[src/rtl/spi_slave_regfile.sv]
// spi_slave_regfile: SPI slave (CPHA=0, selectable CPOL) in front of a register bank.
// Supports write/read bursts with address auto-increment and wrap, and exposes all
// registers in parallel.
//
// state | meaning
// IDLE  | waiting for a synchronised ss falling edge
// CMD   | shifting in the ID_W-bit command (slave ID)
// ADDR  | shifting in the ADDR_W-bit start address
// WDATA | shifting in write words, committing each complete word
// RDATA | shifting out read words, reloading the next word after each one
// SKIP  | unknown command, ignore sclk until ss rises
module spi_slave_regfile #(
  parameter int unsigned DATA_W    = 8,
  parameter int unsigned ADDR_W    = 8,
  parameter int unsigned NUM_REGS  = 4,
  parameter int unsigned BASE_ADDR = 'h10,
  parameter int unsigned ID_W      = 8,
  parameter int unsigned SLAVE_IDW = 'hFF,
  parameter int unsigned SLAVE_IDR = 'h00,
  parameter bit          CPOL      = 1'b0,
  parameter int unsigned IDX_W     = (NUM_REGS > 1) ? $clog2(NUM_REGS) : 1
) (
  input  logic                       clock,
  input  logic                       n_reset,
  input  logic                       ss,
  input  logic                       sclk,
  input  logic                       mosi,
  output logic                       miso,
  output logic                       miso_oe,
  output logic [NUM_REGS*DATA_W-1:0] reg_q,
  output logic                       wr_strobe,
  output logic [IDX_W-1:0]           wr_index,
  output logic                       busy
);

  localparam int unsigned IN_W0 = (ID_W > ADDR_W) ? ID_W : ADDR_W;
  localparam int unsigned IN_W  = (IN_W0 > DATA_W) ? IN_W0 : DATA_W;
  localparam int unsigned CNT_W = $clog2(IN_W + 1);

  localparam logic [ADDR_W-1:0] FIRST     = ADDR_W'(BASE_ADDR);
  localparam logic [ADDR_W-1:0] LAST      = ADDR_W'(BASE_ADDR + NUM_REGS - 1);
  localparam logic [ID_W-1:0]   CMD_WR    = ID_W'(SLAVE_IDW);
  localparam logic [ID_W-1:0]   CMD_RD    = ID_W'(SLAVE_IDR);
  localparam logic [CNT_W-1:0]  ID_LAST   = CNT_W'(ID_W - 1);
  localparam logic [CNT_W-1:0]  ADDR_LAST = CNT_W'(ADDR_W - 1);
  localparam logic [CNT_W-1:0]  DATA_LAST = CNT_W'(DATA_W - 1);

  typedef enum logic [2:0] {IDLE, CMD, ADDR, WDATA, RDATA, SKIP} state_t;

  state_t            state;
  logic              ss_meta, ss_1d, ss_2d;
  logic              sclk_meta, sclk_1d, sclk_2d;
  logic              mosi_meta, mosi_1d;
  logic              ss_fall, ss_rise, sclk_rise, sclk_fall;
  logic              sample_edge, shift_edge;
  logic [IN_W-1:0]   in_sh, in_nxt;
  logic [DATA_W-1:0] out_sh;
  logic [CNT_W-1:0]  bit_cnt;
  logic [ADDR_W-1:0] addr;
  logic              is_wr, shift_pend, armed;
  logic [1:0]        settle;
  logic [DATA_W-1:0] regs [NUM_REGS];

  function automatic logic in_range(input logic [ADDR_W-1:0] a);
    return (a >= FIRST) && (a <= LAST);
  endfunction

  function automatic logic [IDX_W-1:0] idx_of(input logic [ADDR_W-1:0] a);
    logic [ADDR_W-1:0] d;
    d = a - FIRST;
    return d[IDX_W-1:0];
  endfunction

  function automatic logic [ADDR_W-1:0] addr_inc(input logic [ADDR_W-1:0] a);
    return (a == LAST) ? FIRST : a + 1'b1;
  endfunction

  function automatic logic [DATA_W-1:0] read_word(input logic [ADDR_W-1:0] a);
    return in_range(a) ? regs[idx_of(a)] : '0;
  endfunction

  assign ss_fall     = ss_2d & ~ss_1d;
  assign ss_rise     = ~ss_2d & ss_1d;
  assign sclk_rise   = ~sclk_2d & sclk_1d;
  assign sclk_fall   = sclk_2d & ~sclk_1d;
  assign sample_edge = CPOL ? sclk_fall : sclk_rise;
  assign shift_edge  = CPOL ? sclk_rise : sclk_fall;
  assign in_nxt      = {in_sh[IN_W-2:0], mosi_1d};

  for (genvar i = 0; i < NUM_REGS; i++) begin : g_q
    assign reg_q[i*DATA_W +: DATA_W] = regs[i];
  end

  // Two-flop synchronisers plus one delay stage for edge detection; ss idles high.
  always_ff @(posedge clock or negedge n_reset) begin
    if (!n_reset) begin
      ss_meta   <= 1'b1;
      ss_1d     <= 1'b1;
      ss_2d     <= 1'b1;
      sclk_meta <= 1'b0;
      sclk_1d   <= 1'b0;
      sclk_2d   <= 1'b0;
      mosi_meta <= 1'b0;
      mosi_1d   <= 1'b0;
    end else begin
      ss_meta   <= ss;
      ss_1d     <= ss_meta;
      ss_2d     <= ss_1d;
      sclk_meta <= sclk;
      sclk_1d   <= sclk_meta;
      sclk_2d   <= sclk_1d;
      mosi_meta <= mosi;
      mosi_1d   <= mosi_meta;
    end
  end

  // Frame FSM, bit counter, register bank and miso shifter.
  always_ff @(posedge clock or negedge n_reset) begin
    if (!n_reset) begin
      state      <= IDLE;
      busy       <= 1'b0;
      miso       <= 1'b0;
      miso_oe    <= 1'b0;
      wr_strobe  <= 1'b0;
      wr_index   <= '0;
      in_sh      <= '0;
      out_sh     <= '0;
      bit_cnt    <= '0;
      addr       <= '0;
      is_wr      <= 1'b0;
      shift_pend <= 1'b0;
      armed      <= 1'b0;
      settle     <= '0;
      for (int i = 0; i < int'(NUM_REGS); i++) regs[i] <= '0;
    end else begin
      wr_strobe  <= 1'b0;
      shift_pend <= shift_edge && (state == RDATA);
      // A frame cut by reset is ignored: only accept a new frame once the
      // synchroniser has flushed and ss has actually been seen high.
      if (settle != 2'd3) settle <= settle + 2'd1;
      if (settle == 2'd3 && ss_2d) armed <= 1'b1;

      if (shift_pend && state == RDATA) begin
        miso   <= out_sh[DATA_W-1];
        out_sh <= out_sh << 1;
      end

      if (ss_rise) begin
        state   <= IDLE;
        busy    <= 1'b0;
        miso    <= 1'b0;
        miso_oe <= 1'b0;
        bit_cnt <= '0;
      end else begin
        unique case (state)
          IDLE: begin
            if (ss_fall && armed) begin
              state   <= CMD;
              busy    <= 1'b1;
              bit_cnt <= '0;
            end
          end
          CMD: begin
            if (sample_edge) begin
              in_sh <= in_nxt;
              if (bit_cnt == ID_LAST) begin
                bit_cnt <= '0;
                if (in_nxt[ID_W-1:0] == CMD_WR) begin
                  state <= ADDR;
                  is_wr <= 1'b1;
                end else if (in_nxt[ID_W-1:0] == CMD_RD) begin
                  state <= ADDR;
                  is_wr <= 1'b0;
                end else begin
                  state <= SKIP;
                end
              end else begin
                bit_cnt <= bit_cnt + 1'b1;
              end
            end
          end
          ADDR: begin
            if (sample_edge) begin
              in_sh <= in_nxt;
              if (bit_cnt == ADDR_LAST) begin
                bit_cnt <= '0;
                addr    <= in_nxt[ADDR_W-1:0];
                if (is_wr) begin
                  state <= WDATA;
                end else begin
                  state   <= RDATA;
                  miso_oe <= 1'b1;
                  out_sh  <= read_word(in_nxt[ADDR_W-1:0]);
                end
              end else begin
                bit_cnt <= bit_cnt + 1'b1;
              end
            end
          end
          WDATA: begin
            if (sample_edge) begin
              in_sh <= in_nxt;
              if (bit_cnt == DATA_LAST) begin
                bit_cnt <= '0;
                addr    <= addr_inc(addr);
                if (in_range(addr)) begin
                  regs[idx_of(addr)] <= in_nxt[DATA_W-1:0];
                  wr_strobe          <= 1'b1;
                  wr_index           <= idx_of(addr);
                end
              end else begin
                bit_cnt <= bit_cnt + 1'b1;
              end
            end
          end
          RDATA: begin
            if (sample_edge) begin
              if (bit_cnt == DATA_LAST) begin
                bit_cnt <= '0;
                addr    <= addr_inc(addr);
                out_sh  <= read_word(addr_inc(addr));
              end else begin
                bit_cnt <= bit_cnt + 1'b1;
              end
            end
          end
          SKIP: begin
          end
          default: begin
            state <= IDLE;
            busy  <= 1'b0;
          end
        endcase
      end
    end
  end

endmodule

[config.mk]
export PLATFORM = sky130hd
export DESIGN_NAME = spi_slave_regfile
export DESIGN_NICKNAME = d
export VERILOG_FILES = /design/src/rtl/spi_slave_regfile.sv
export SDC_FILE = /design/constraint.sdc
export NUM_CORES = 1
export LEC_CHECK = 0
export ABC_AREA = 1
export BUFFER_PORTS_ARGS = -buffer_cell sky130_fd_sc_hd__buf_2
export CAP_MARGIN = 20
export CELL_PAD_IN_SITES_DETAIL_PLACEMENT = 1
export CELL_PAD_IN_SITES_GLOBAL_PLACEMENT = 2
export CORE_AREA = 2 2 113 115
export CTS_BUF_LIST = sky130_fd_sc_hd__clkbuf_16
export DETAILED_ROUTE_END_ITERATION = 10
export DIE_AREA = 0 0 115 117
export GPL_ROUTABILITY_DRIVEN = 0
export PLACE_DENSITY_LB_ADDON = 0.08
export RECOVER_POWER = 100
export SLEW_MARGIN = 20
export SYNTH_ARGS = -nofsm -noshare
export SYNTH_HDL_FRONTEND = slang
export SYNTH_SLANG_ARGS = --single-unit
export TNS_END_PERCENT = 20
[constraint.sdc]
create_clock -name clock -period 6.25 [get_ports clock]
set_input_delay 0.625 -clock clock [delete_from_list [all_inputs] [get_ports clock]]
set_output_delay 0.625 -clock clock [all_outputs]
set_load 0.1 [all_outputs]
==> results of run 1 <==
[path summary, 6_finish.rpt]
kind | start | slack, ns | end | cells past startpoint
max | ss_1d | 3.63 | bit_cnt[0] | 8
min | n_reset | 0.30 | settle[0] | 1
max reg2reg | ss_1d | 3.63 | bit_cnt[0] | 8
min reg2reg | sclk_meta | 0.36 | sclk_1d | 0
max in group asynchronous | n_reset | 5.38 | sclk_1d | 1
min in group clock | sclk_meta | 0.36 | sclk_1d | 0
[cells by family after synthesis]
family | after synthesis | synth area share
muxes | 1 | 0.00246
adders and majority gates | 6 | 0.0164
and+or+nand+nor | 292 | 0.300
xor gates and xnor gates | 4 | 0.00764
AOI/OAI and AO/OA | 116 | 0.140
DFF | 81 | 0.443
buffers and inverters | 99 | 0.0903
[routing by layer]
metal,part of all wire,up-vias,track usage
met5,0,-,0
met2,0.45,63,0.349
met4,0.018,0,0.0715
met1,0.50,2005,0.312
met3,0.031,18,0.0453
li1,-,2008,-
[worst max-delay path: stages, from the launching register on]
cell,delay (ns)
dfstp_1,0.53
inv_1,0.06
nor2_1,0.39
inv_1,0.43
nand2_1,0.17
a31oi_1,0.08
a21oi_1,0.53
o31ai_1,0.16
o21a_1,0.14
[flip-flops by register name, summed over array words and instances, names as in the netlist, 2 cells and up]
signal    count
out_sh        8
bit_cnt       4
addr          8
in_sh         7
settle        2
state         3
reg_q        32
wr_index      2
[power by group]
part / internal [W] / switching [W] / total [W]
Combinational: 0.000134 / 0.000374 / 0.000507
Sequential: 0.000575 / 0.0000780 / 0.000653
Clock: 0.000273 / 0.000237 / 0.000510
[cells in the mapped netlist, types with 2 or more instances]
library cell    n  area share
nand2_1       169        0.14
dfrtp_1        78        0.43
inv_1          65       0.053
nand3_1        60       0.066
o21ai_1        43       0.047
o21ai_0        36       0.039
nor2_1         22       0.018
a21oi_1        16       0.017
inv_2          10      0.0082
buf_2           9      0.0098
o211ai_1        8       0.013
nand2_4         7       0.017
nor2_2          7      0.0096
ha_1            6       0.016
clkbuf_1        5      0.0041
nor3_1          5      0.0055
nand3b_1        4      0.0066
nand4_1         4      0.0055
buf_4           3      0.0049
clkinv_1        3      0.0025
dfstp_2         3       0.017
nand3_2         3      0.0066
nor3_4          3       0.011
o221ai_1        3      0.0057
xor2_1          3      0.0057
buf_6           2      0.0049
nand2_2         2      0.0027
nor3_2          2      0.0044
o22ai_1         2      0.0027
[stage by stage]
step / total power [W] / setup WS [ns] / instances
floorplan: 0.00104 / 4.17 / 599
global placement: 0.00119 / 4.00 / 771
detailed placement: 0.00120 / 3.90 / 771
CTS: 0.00172 / 3.87 / 787
global route: 0.00179 / 3.30 / 787
finish: 0.00167 / 3.63 / 787
[area by class of cell]
type                    instances  share of cell area
inverters                      79              0.0591
clock inverters                 7              0.0114
multi-input cells             419               0.411
flip-flops and latches         81               0.403
well taps                     150              0.0372
repair buffers                 42              0.0335
clock buffers                   9              0.0447
==> results.json, run 1 <==
{
  "die_h_um": 117,
  "timing.max_cap.violations": 0,
  "cp.arrival_ns": 2.86,
  "hold_viol": 0,
  "track_usage": 0.223,
  "wl_per_cell_um": 17.4,
  "drc": 0,
  "layout_common_cells": "nand2_1, dfrtp_1, inv_1",
  "cts_max_level": 3,
  "ir_drop_mv": 0.223,
  "die-area_um2": 13500,
  "chipWidth_um": 115,
  "synthFlopType": "dfrtp_1",
  "cts_root_buffer": "clkbuf_16",
  "post-route-period-util": 0.419,
  "core_area_um2": 12300,
  "ctsResizeCount": 0,
  "powerDensity_nw_per_um2": 331,
  "overflow": 0,
  "critPathLaunchType": "flip-flop",
  "diodes": 0,
  "end_kind": "flip-flop",
  "cts.sinks": 81,
  "critPathMaxFanout": 18,
  "final_cell_area_um2": 5040,
  "cts_setup_buffers": 0,
  "grt_max_degree": 82,
  "core.rowCount": 41,
  "whs_ns": 0.296,
  "drv_slew": 0,
  "ios": 43,
  "clkLatencyLatePin_ns": 0.36,
  "synth_edf_count": 0,
  "cts_tree": "done",
  "hpwl_um": 10200,
  "multi_input_area_um2": 2070,
  "wirelength_um": 13700,
  "ff_latch_area_um2": 2030,
  "ys.warnings.count": 0,
  "drt_iter0_markers": 228,
  "area_delta_synth_final_pct": 9.93,
  "final_common_cell": "nand2_1",
  "worstMarginPinSlew_ns": 1.18,
  "synth_seq_area_share": 0.443,
  "post_route_cells_drive_above_1_share": 0.0754,
  "cts.clk_slew.worst_paths_ns": 0.06,
  "start_util": 0.372,
  "port_buffers": 42,
  "synth.distinct_cells": 45,
  "tns_ns": 0,
  "rsz0062_at_grt": "false",
  "fmax_ghz": 0.382,
  "async_flop_share": 1.00,
  "antenna_found_initial": 0,
  "status": "complete, no violations",
  "postCtsHoldBufs": 0,
  "required_ns": 6.49,
  "max_slew_margin": 0.219,
  "numCtsBuffers": 9,
  "setup_violations": 0,
  "leakagePower_nw": 2.36,
  "finalCriticalPeriod_ns": 2.62,
  "ant_nets": 0,
  "layout.nets": 643,
  "grt_pass1_wl_um": 22800,
  "worstHoldPathType": "input port to async pin",
  "firstDrtPassIters": 4,
  "grt_pass1_vias": 4207,
  "syn-num-nets": 610,
  "syn_inst": 599,
  "post_synth.cell_area_avg_um2": 7.65,
  "path_class": "flip-flop to flip-flop",
  "vias": 4094,
  "synth_area_um2": 4580,
  "place_area_um2": 4870,
  "worst_clock_skew_ns": 0.0118,
  "vias_per_cell": 5.20,
  "cts.path.max_buffers": 2,
  "nFillCells": 1547,
  "ys_ff_latch": 81,
  "final_util": 0.409
}
(Power assumes the default switching activity.)
==> run 2: changes to the inputs <==
--- a/config.mk
+++ b/config.mk
@@ -10,10 +10,10 @@
 export CAP_MARGIN = 20
 export CELL_PAD_IN_SITES_DETAIL_PLACEMENT = 1
 export CELL_PAD_IN_SITES_GLOBAL_PLACEMENT = 2
-export CORE_AREA = 2 2 113 115
+export CORE_AREA = 2 2 118 120
 export CTS_BUF_LIST = sky130_fd_sc_hd__clkbuf_16
 export DETAILED_ROUTE_END_ITERATION = 10
-export DIE_AREA = 0 0 115 117
+export DIE_AREA = 0 0 120 122
 export GPL_ROUTABILITY_DRIVEN = 0
 export PLACE_DENSITY_LB_ADDON = 0.08
 export RECOVER_POWER = 100
==> constraint.sdc (replaced) <==
create_clock -name clock -period 2.6 [get_ports clock]
set_input_delay 0.26 -clock clock [delete_from_list [all_inputs] [get_ports clock]]
set_output_delay 0.26 -clock clock [all_outputs]
set_load 0.1 [all_outputs]
==> results.json, run 2 (synthesis results as in run 1) <==
{
  "critPathLaunchType": "flip-flop",
  "grt_max_degree": 52,
  "grt_pass1_wl_um": 23200,
  "p_int_w": 0.00248,
  "drc": 0,
  "worstHoldPathType": "input port to flip-flop",
  "r2r_start": "bit_cnt[0]",
  "hp-start": "mosi",
  "switching_share": 0.399,
  "core_area_um2": 13500,
  "path_class": "flip-flop to flip-flop",
  "cts.path.max_buffers": 2,
  "cp.arrival_ns": 2.37,
  "crit_chain": "ha_1 > nand2_1 > clkinv_1 > nand3_1 > nor2_1 > nand2_1 > inv_6 > nand2_4 > nand2_1 > o21ai_0",
  "post-route-period-util": 0.834,
  "layout.nets": 651,
  "p_switching_w": 0.00165,
  "ir_drop_mv": 0.364,
  "postCtsHoldBufs": 2,
  "timing.max_cap.violations": 0,
  "area_delta_synth_final_pct": 13.3,
  "cts.clk_slew.worst_paths_ns": 0.06,
  "path_common_cell": "nand2_1",
  "seq_power_share": 0.372,
  "core.rowCount": 43,
  "critPathMaxFanout": 16,
  "numCtsBuffers": 9,
  "start_util": 0.339,
  "whs_ns": 0.0258,
  "worst_path_largest_cell_delay_ns": 0.39,
  "max_slew_margin": 0.103,
  "die_h_um": 122,
  "ant_nets": 0,
  "setup.worst_path.start": "bit_cnt[0]",
  "power_w": 0.00413,
  "powerDensity_nw_per_um2": 794,
  "chipWidth_um": 120,
  "cts.sinks": 81,
  "finalCriticalPeriod_ns": 2.17,
  "final_common_cell": "nand2_1",
  "power.share.clock": 0.309,
  "port_buffers": 42,
  "setup_violations": 0,
  "end_kind": "flip-flop",
  "vias_per_cell": 4.92,
  "diodes": 0,
  "cts_max_level": 3,
  "clkLatencyLatePin_ns": 0.34,
  "overflow": 0,
  "track_usage": 0.208,
  "largest_reg_flops": 32,
  "status": "complete, no violations",
  "fmax_ghz": 0.461,
  "hold_viol": 0,
  "vias": 4058,
  "dp_slack_ns": 0.538,
  "hpwl_um": 10600,
  "cts_setup_buffers": 0,
  "cts_root_buffer": "clkbuf_16",
  "cts_tree": "done",
  "final_util": 0.385,
  "wl_per_cell_um": 17.1,
  "die-area_um2": 14600,
  "drv_slew": 0,
  "worst_clock_skew_ns": 0.00595,
  "tns_ns": 0,
  "layout_common_cells": "nand2_1, dfrtp_1, o21ai_0, inv_1, nand3_1",
  "p_comb_frac": 0.319,
  "rsz0062_at_grt": "false",
  "ctsResizeCount": 0,
  "drt_iter0_markers": 223,
  "critPathSlowestCell": "dfrtp_1",
  "antenna_found_initial": 0,
  "firstDrtPassIters": 4,
  "wirelength_um": 14100,
  "leakagePower_nw": 2.46,
  "grt_pass1_vias": 4201,
  "worstMarginPinSlew_ns": 1.35,
  "required_ns": 2.81,
  "post_route_cells_drive_above_1_share": 0.0946,
  "ios": 43,
  "fin_ws_ns": 0.430
}
## run 2: cell types whose count changed in the layout (fill, tap and decap cells not counted), sizes merged
cell	delta
buf	+5
bufinv	+1
clkbuf	+1
clkinvlp	-2
dlygate4sd3	+2
inv	+1
## run 2: per-layer routing
metal	vias up	wire length [µm]	global-route usage
met1	1971	6780	0.276
met3	11	422	0.0286
met5	-	0	0
li1	2030	-	-
met2	46	6690	0.349
met4	0	182	0.0684
## run 2: worst max-delay path: cells and delay by family, from the launching register on
family,cells,cell delay [ns]
flip-flops,1,0.39
buffers and inverters,2,0.22
adder cells (fa/ha/maj),1,0.21
AND/OR/NAND/NOR,6,1.12
AO/OA/AOI/OAI,1,0.08
## run 2: power by group through the flow
stage | Sequential, W | Clock (W) | Combinational, W
2_1_floorplan | 0.00156 | 0 | 0.000928
3_3_place_gp | 0.00156 | 0 | 0.00134
3_5_place_dp | 0.00156 | 0 | 0.00137
4_1_cts | 0.00154 | 0.00131 | 0.00138
5_1_grt | 0.00156 | 0.00136 | 0.00150
6_report | 0.00154 | 0.00127 | 0.00132
## run 2: path summary, 6_finish.rpt
path	endpoint	slack (ns)	depth (start not counted)
setup / recovery	reg_q[26]	0.43	10
hold / removal	mosi_meta	0.03	1
setup reg to reg	reg_q[26]	0.43	10
hold reg to reg	sclk_1d	0.35	0
max in group asynchronous	ss_meta	1.00	3
min in group asynchronous	state[0]	0.74	2
## run 2: per-stage QoR
stage,instance area [µm²],instances
floorplan,4580,599
global placement,4970,807
detailed placement,4970,807
CTS,5270,825
global route,5190,825
finish,5190,825
## run 2: cell type report
class	instances	area (µm²)
Tap cell	180	225
Timing Repair Buffer	50	240
Sequential cell	81	2030
Inverter	79	302
Multi-Input combinational cell	419	2110
Fill cell	1697	8310
Clock inverter	7	61.3
Clock buffer	9	225
